### src/rtl/ps2_key_matrix.sv
// ps2_key_matrix: PS/2 scan-code set 2 decoder. It keeps a NUM_KEYS key matrix
// and emits single-cycle press/release events in the system clock domain.
module ps2_key_matrix #(
    parameter int                    NUM_KEYS    = 16,
    parameter int                    KEY_W       = 4,
    parameter logic [NUM_KEYS*9-1:0] KEYMAP      = {9'h02A, 9'h02B, 9'h02D, 9'h025,
                                                    9'h021, 9'h01A, 9'h023, 9'h01B,
                                                    9'h01C, 9'h024, 9'h01D, 9'h015,
                                                    9'h026, 9'h01E, 9'h016, 9'h022},
    parameter int                    TIMEOUT     = 2000000,
    parameter int                    SYNC_STAGES = 2
) (
    input  logic                clk,
    input  logic                res,
    input  logic                ps2_ready,
    input  logic [7:0]          ps2_data,
    input  logic                clear_all,
    output logic [NUM_KEYS-1:0] key_matrix,
    output logic                any_key,
    output logic                ev_valid,
    output logic [KEY_W-1:0]    ev_key,
    output logic                ev_down
);
    // state  | meaning
    // IDLE   | waiting for a make code or a prefix byte
    // BRK    | F0 seen, next byte is a release
    // EXT    | E0 seen, next byte is an extended make or F0
    // EXTBRK | E0 F0 seen, next byte is an extended release
    // SKIP   | inside the E1 Pause sequence, bytes are discarded
    typedef enum logic [2:0] {S_IDLE, S_BRK, S_EXT, S_EXTBRK, S_SKIP} state_t;

    localparam int            TW       = (TIMEOUT > 1) ? $clog2(TIMEOUT) : 1;
    localparam logic [TW-1:0] TMO_LAST = TW'(TIMEOUT - 1);

    state_t                 state, state_nxt;
    logic [SYNC_STAGES-1:0] sync_q;
    logic                   rdy_prev, rdy_rise;
    logic [7:0]             byte_q;
    logic                   proc_v;
    logic [TW-1:0]          tmo_cnt;
    logic [2:0]             skip_cnt;
    logic                   tmo_hit, is_ctrl;
    logic                   lk_req, lk_ext, lk_down, skip_load;
    logic                   hit, upd;
    logic [KEY_W-1:0]       hit_idx;

    assign rdy_rise = sync_q[SYNC_STAGES-1] & ~rdy_prev;
    assign tmo_hit  = (state != S_IDLE) && (tmo_cnt == TMO_LAST);
    assign is_ctrl  = (byte_q == 8'hAA) || (byte_q == 8'hFA) || (byte_q == 8'hFC) ||
                      (byte_q == 8'hFE) || (byte_q == 8'hEE) || (byte_q == 8'h00) ||
                      (byte_q == 8'hFF);

    always_ff @(posedge clk or negedge res) begin
        if (!res)           state <= S_IDLE;
        else if (clear_all) state <= S_IDLE;
        else                state <= state_nxt;
    end

    always_comb begin
        state_nxt = state;
        if (proc_v) begin
            if (state == S_SKIP) begin
                state_nxt = (skip_cnt <= 3'd1) ? S_IDLE : S_SKIP;
            end else if (is_ctrl) begin
                state_nxt = S_IDLE;
            end else begin
                unique case (state)
                    S_IDLE: begin
                        if      (byte_q == 8'hF0) state_nxt = S_BRK;
                        else if (byte_q == 8'hE0) state_nxt = S_EXT;
                        else if (byte_q == 8'hE1) state_nxt = S_SKIP;
                        else                      state_nxt = S_IDLE;
                    end
                    S_EXT:   state_nxt = (byte_q == 8'hF0) ? S_EXTBRK : S_IDLE;
                    default: state_nxt = S_IDLE;
                endcase
            end
        end else if (tmo_hit) begin
            state_nxt = S_IDLE;
        end
    end

    always_comb begin
        lk_req    = 1'b0;
        lk_ext    = 1'b0;
        lk_down   = 1'b0;
        skip_load = 1'b0;
        if (proc_v && state != S_SKIP && !is_ctrl) begin
            unique case (state)
                S_IDLE: begin
                    lk_req    = (byte_q != 8'hF0) && (byte_q != 8'hE0) && (byte_q != 8'hE1);
                    lk_down   = 1'b1;
                    skip_load = (byte_q == 8'hE1);
                end
                S_EXT: begin
                    lk_req  = (byte_q != 8'hF0);
                    lk_ext  = 1'b1;
                    lk_down = 1'b1;
                end
                S_BRK:    lk_req = 1'b1;
                S_EXTBRK: begin
                    lk_req = 1'b1;
                    lk_ext = 1'b1;
                end
                default: ;
            endcase
        end
    end

    // Descending scan so the lowest matching entry is the one left in hit_idx.
    always_comb begin
        hit     = 1'b0;
        hit_idx = '0;
        for (int i = NUM_KEYS - 1; i >= 0; i--) begin
            if (KEYMAP[9*i +: 9] == {lk_ext, byte_q}) begin
                hit     = 1'b1;
                hit_idx = KEY_W'(i);
            end
        end
    end

    assign upd = lk_req && hit && (key_matrix[hit_idx] != lk_down);

    always_ff @(posedge clk or negedge res) begin
        if (!res) begin
            sync_q     <= '0;
            rdy_prev   <= 1'b0;
            byte_q     <= 8'h00;
            proc_v     <= 1'b0;
            key_matrix <= '0;
            any_key    <= 1'b0;
            ev_valid   <= 1'b0;
            ev_key     <= '0;
            ev_down    <= 1'b0;
            tmo_cnt    <= '0;
            skip_cnt   <= 3'd0;
        end else begin
            sync_q   <= {sync_q[SYNC_STAGES-2:0], ps2_ready};
            rdy_prev <= sync_q[SYNC_STAGES-1];
            proc_v   <= rdy_rise & ~clear_all;
            if (rdy_rise) byte_q <= ps2_data;
            any_key  <= |key_matrix;
            if (clear_all) begin
                key_matrix <= '0;
                ev_valid   <= 1'b0;
                tmo_cnt    <= '0;
                skip_cnt   <= 3'd0;
            end else begin
                ev_valid <= upd;
                if (upd) begin
                    key_matrix[hit_idx] <= lk_down;
                    ev_key              <= hit_idx;
                    ev_down             <= lk_down;
                end
                if (proc_v || tmo_hit || state == S_IDLE) tmo_cnt <= '0;
                else                                      tmo_cnt <= tmo_cnt + 1'b1;
                if (skip_load)                    skip_cnt <= 3'd7;
                else if (proc_v && state == S_SKIP) skip_cnt <= skip_cnt - 1'b1;
                else if (tmo_hit)                 skip_cnt <= 3'd0;
            end
        end
    end
endmodule
### config.mk
export PLATFORM = sky130hd
export DESIGN_NAME = ps2_key_matrix
export DESIGN_NICKNAME = d
export VERILOG_FILES = /design/src/rtl/ps2_key_matrix.sv
export SDC_FILE = /design/constraint.sdc
export NUM_CORES = 1
export LEC_CHECK = 0
export CAP_MARGIN = 10
export CORE_MARGIN = 5
export CORE_UTILIZATION = 50
export DETAILED_ROUTE_END_ITERATION = 16
export HOLD_SLACK_MARGIN = 0.06
export PLACE_DENSITY_LB_ADDON = 0.1
export SLEW_MARGIN = 20
export SYNTH_ARGS = -nofsm -noshare
export SYNTH_HDL_FRONTEND = slang
export SYNTH_SLANG_ARGS = --single-unit
### constraint.sdc
create_clock -name clk -period 3.05 [get_ports clk]
set_clock_uncertainty 0.2 [all_clocks]
set_input_delay 0.305 -clock clk [delete_from_list [all_inputs] [get_ports clk]]
set_output_delay 0.305 -clock clk [all_outputs]
set_load 0.005 [all_outputs]
-- Word level (Yosys, flattened, before mapping)
Cells that the tools add are included.
- bits in read-only memories: 0
- bits in latches: 0
- logic and storage cells: 149
- bits in writable memories: 0
- input bits: 12
- memories: 0
- register bits after elaboration: 62
- multiply operators: 0
- add/sub/neg operators: 2
- reductions and logical operators: 29
- muxes and demuxes: 64
- bitwise operators: 4
- order comparisons: 3
- divide/modulo/power cells: 0
- shift-type cells: 0
- equal/unequal tests: 35
- operators by type and width (operator ; number):
    == test 6 x 9 -> 1 bit, first input constant ; 9
    == test 8 bit, second input constant ; 9
    2-to-1 mux 4 bit ; 16
    == test 5 x 9 -> 1 bit, first input constant ; 7
    2-to-1 mux 21 bit ; 2
    2-to-1 mux 3 bit ; 12
    2-to-1 mux 16 bit ; 2
    2-to-1 mux 1 bit ; 26
    != test 8 bit, second input constant ; 3
    adder 21 x 1 -> 21 bit, second input constant ; 1
    == test 21 bit, second input constant ; 1
    bitwise mux 16 bit ; 1
    OR reduction 16 bit ; 1
    logical AND 1 bit ; 9
    zero test 8 bit ; 1
    logical OR 1 bit ; 8
    == test 3 x 2 -> 1 bit, second input constant ; 2
    case mux 3 bit (2 select lines) ; 1
    nonzero test 3 bit ; 2
    OR reduction 2 bit ; 3
    less-than comparator 4 x 5 -> 1 bit, second input constant ; 1
    binary-select mux 1 bit (select 4 bit) ; 1
    demux 1 bit (select 4 bit) ; 1
    >= comparator 4 x 1 -> 1 bit, second input constant ; 1
    other kinds (15) ; 17

-- Depth between registers and ports, before layout
- depth in word-level cells: 34
- mapped depth: 14

-- Least setup slack after synthesis
Ideal clock, no wire load.
- kind: flip-flop to flip-flop
- from: register byte_q[2]
- to: register ev_down
- path buffers: 0
- data arrival time: 2.910 ns
- library setup time: 0.125 ns
- cell stages (with the launch flop): 10
- setup slack: -0.185 ns
- required time: 2.725 ns
- cell sequence: dfrtp_1 > or3b_1 > a211o_1 > nand2_4 > mux2_4 > o32a_1 > o211a_2 > a21bo_4 > a211oi_4 > mux2_4
- word-level cells in the longest chain between the ends: 32
- elaborated cells on any way between the ends: 78
- classes of those cells: 26 x eq/ne; 38 x mux; 14 x reduce/logical
- RTL lines (element ; line ; RTL):
    from (decl) ; 38 ; logic [7:0] byte_q;
    from (signal assigned) ; 141 ; if (rdy_rise) byte_q <= ps2_data;
    == test 8 bit ; 49 ; assign is_ctrl = (byte_q == 8'hAA) || (byte_q == 8'hFA) || (byte_q == 8'hFC) ||
    logical OR 1 bit (3 in a row) ; 49 ;
    logical OR 1 bit (3 in a row) ; 50 ; (byte_q == 8'hFE) || (byte_q == 8'hEE) || (byte_q == 8'h00) ||
    zero test 1 bit ; 88 ; if (proc_v && state != S_SKIP && !is_ctrl) begin
    logical AND 1 bit ; 88 ;
    2-to-1 mux 1 bit ; 88 ;
    == test 6 x 9 -> 1 bit ; 115 ; if (KEYMAP[9*i +: 9] == {lk_ext, byte_q}) begin
    2-to-1 mux 4 bit (16 in a row) ; 115 ;
    binary-select mux 1 bit (select 4 bit) ; 122 ; assign upd = lk_req && hit && (key_matrix[hit_idx] != lk_down);
    2-to-1 mux 1 bit (not written as such) ; 122 ;
    != test 1 bit ; 122 ;
    logical AND 1 bit ; 122 ;
    AND reduction 2 bit (no line) ; - ;
    to (signal assigned) ; 153 ; ev_down <= lk_down;
    to (decl) ; 22 ; output logic ev_down
Parallel ways exist; a longest one is shown, timed or not. The select of a mux whose other input is x is not followed.
A chain may end at the register's enable or synchronous reset.

-- Final worst setup path
Ends and elaborated chain as after synthesis.

==> flow_summary.ini <==
[critical_path]
critPathLaunch = byte_q[2]
r2r-start = byte_q[2]
cp.depth = 10
worstPathArrival_ps = 3340
path_cells = or3b_1 -> a211o_1 -> nand2_4 -> mux2_4 -> o32a_1 -> o211a_4 -> a21bo_4 -> a211oi_4 -> buf_6 -> mux2_4
cpPeakStageDelay_ps = 440
endpoint = ev_down
cp_data_required_time_ps = 3080
cpMaxStageDelayCell = dfrtp_2
ff2ff_path_depth = 10
path_max_fanout = 7
end_kind = register
start_kind = register
r2r_setup_slack_ps = -260
r2r-end = ev_down
worstSetupPathType = reg -> reg
cpMostUsedCell = mux2_4
critical-path-top-delay-family = compound AO/OA/AOI/OAI gates
critPathBufInv = 1

[routing]
drc = 0
first_pass_iters = 6
viasPerCell = 5.58
drt-initial-drc-count = 196
vias = 3401
avgRoutedWirePerCell_um = 16.0
wl_um = 9730
postRouteAntennaNets = 0

[layout]
layout_common_cells = buf_4 (74), dfrtp_1 (59), nor2_1 (46), clkdlybuf4s50_1 (33), nand2_1 (24)
antennaDiodeCount = 0
final_common_cell = buf_4
design_area_mm2 = 0.00499
final_layout_size_suffix_gt1_share_pct = 26.6
final_nets = 521
synthToLayoutAreaGrowth_pct = 33.1
post-route-util_pct = 68.5

[timing]
fin_ws_ps = -259
rsz0062_at_grt = true
fmax_mhz = 302
relSlewSlack_pct = 48.1
hold_violations = 0
slew_viol_final = 0
min_period_ps = 3310
finalCritPeriodShare_pct = 108
tns_ps = -2280
worst_pin_slew_ps = 777
setup_viol = 20

[synthesis]
syn-num-nets = 420
avgSynthCellArea_um2 = 9.27
synth_ff_type = dfrtp_1
synthArstFlopShare_pct = 100
ys_seq_area_share_pct = 41.3
synth_cells = 405
synth-seq-cells = 62
synth_area_mm2 = 0.00375
synth_edf_count = 0
ys_warn_count = 0
yosys.cell_types.count = 61

[clocking]
cts_buffers = 9
cts_tree = yes
clk_pin_slew_ps = 70
clock_latency_ps = 360
cts_root_buffer = clkbuf_8
cts_buffer_depth = 2
cts.sink_count = 62
cts-htree-levels = 3

[floorplanning]
die_area_mm2 = 0.00934
core_mm2 = 0.00729
die_y_um = 96.6
fp.dieW_um = 96.6
rows = 31
start_util_pct = 51.5
io_pins = 35

[global_route]
grt_pass1_wl_um = 16500
antenna_found_initial = 0
grt-ovfl-total = 0
grt_usage_pct = 21.6
grt_max_degree = 35
grt_pass1_vias = 3437

[power]
power_density_mw_per_mm2 = 408
p_leak_uw = 0.00211
vdd_ir_drop_max_mv = 0.282

[placement]
dpl_cell_area_mm2 = 0.00465
place_congestion = 0.857
io_buffers = 34
dpl.hpwl_um = 7210

[run_status]
status = complete, but fails checks
violations = setup timing

[min_path]
hold_class = in -> async

[run]
cap_viol_max_count = 0
synthesized netlist by cell type (all sizes together), types with 2 or more instances:
cell | instances | area share (%)
and3 | 7 | 1.2
nor2 | 49 | 5.0
buf | 8 | 1.2
a211oi | 3 | 0.93
clkbuf | 15 | 1.5
nor3b | 2 | 0.40
nand2 | 25 | 2.7
a32oi | 3 | 1.2
nor2b | 9 | 1.5
o211ai | 2 | 0.40
o21ai | 33 | 4.4
ha | 3 | 1.0
nand3 | 14 | 1.9
xor2 | 8 | 1.9
or4b | 2 | 0.53
nand2b | 22 | 3.7
mux2 | 13 | 4.4
nor4 | 16 | 3.1
nand3b | 5 | 1.0
a211o | 2 | 0.47
nand4 | 6 | 1.0
nor3 | 13 | 1.7
a21oi | 5 | 0.67
inv | 12 | 1.2
dfrtp | 62 | 41
o21a | 4 | 0.80
or2 | 2 | 0.33
mux2i | 21 | 5.6
a41o | 2 | 0.53
xnor2 | 12 | 2.8
or3 | 3 | 0.50
power by group:
part           total (uW)  switching [uW]  internal [uW]
Clock                 651             335            317
Combinational         515             256            259
Sequential            872            25.7            847
cell families (layout without fill, tap and decap cells):
| kind of cell | Yosys count | count (layout) | synth area share [%] |
|---|---|---|---|
| xor+xnor | 20 | 20 | 4.67 |
| fa+ha+maj | 3 | 3 | 1.00 |
| simple gates | 180 | 180 | 25.6 |
| mux | 34 | 34 | 10.0 |
| compound gates | 71 | 71 | 13.5 |
| buf+inv | 35 | 141 | 3.93 |
| flops | 62 | 62 | 41.3 |
how the worst min path moves through the flow:
stage,from,end,slack [ps],cells after the start
after global routing,res,rdy_prev,160,2
after CTS,res,byte_q[5],130,2
after global placement,res,byte_q[4],-40,1
after floorplan,res,any_key,-190,0
after detailed placement,res,byte_q[4],-30,1
final,res,byte_q[4],140,2
cell type report:
cell class | instances | area (um2)
Clock inverter | 5 | 33.8
Fill cell | 603 | 2300
Tap cell | 99 | 124
Sequential cell | 62 | 1560
Clock buffer | 11 | 141
Inverter | 12 | 45.0
Timing Repair Buffer | 113 | 946
Multi-Input combinational cell | 308 | 2150
timing repair:
action	4_1_cts	5_1_grt
hold buffers	1	0
buffers inserted	4	2
resized for setup	25	14
endpoints found under the setup margin	22	22
endpoints found under the hold margin	62	0
pin swaps	2	8
per-stage QoR:
step	hold slack, ps	setup slack [ps]	total power, uW	std cells
3_5_place_dp	-29.7	-242	1350	587
3_3_place_gp	-41.9	-234	1340	587
5_1_grt	164	-368	2150	610
4_1_cts	130	-203	2030	608
2_1_floorplan	-191	-148	1120	405
6_report	136	-259	2040	610
metal layers:
layer / share of wire [%] / GRT usage [%] / wire length, um
met2: 50 / 36.8 / 4880
met1: 42 / 26.6 / 4100
met5: 0 / 0 / 0
met4: 2.6 / 8.64 / 252
met3: 5.1 / 4.60 / 501
registers in the layout (all words and copies together), names as in the netlist:
register    count
tmo_cnt        21
key_matrix     16
byte_q          8
ev_key          4
skip_cnt        3
state           3
sync_q          2
any_key         1
ev_down         1
ev_valid        1
proc_v          1
rdy_prev        1
No activity file was read; power rests on OpenSTA's default activity.
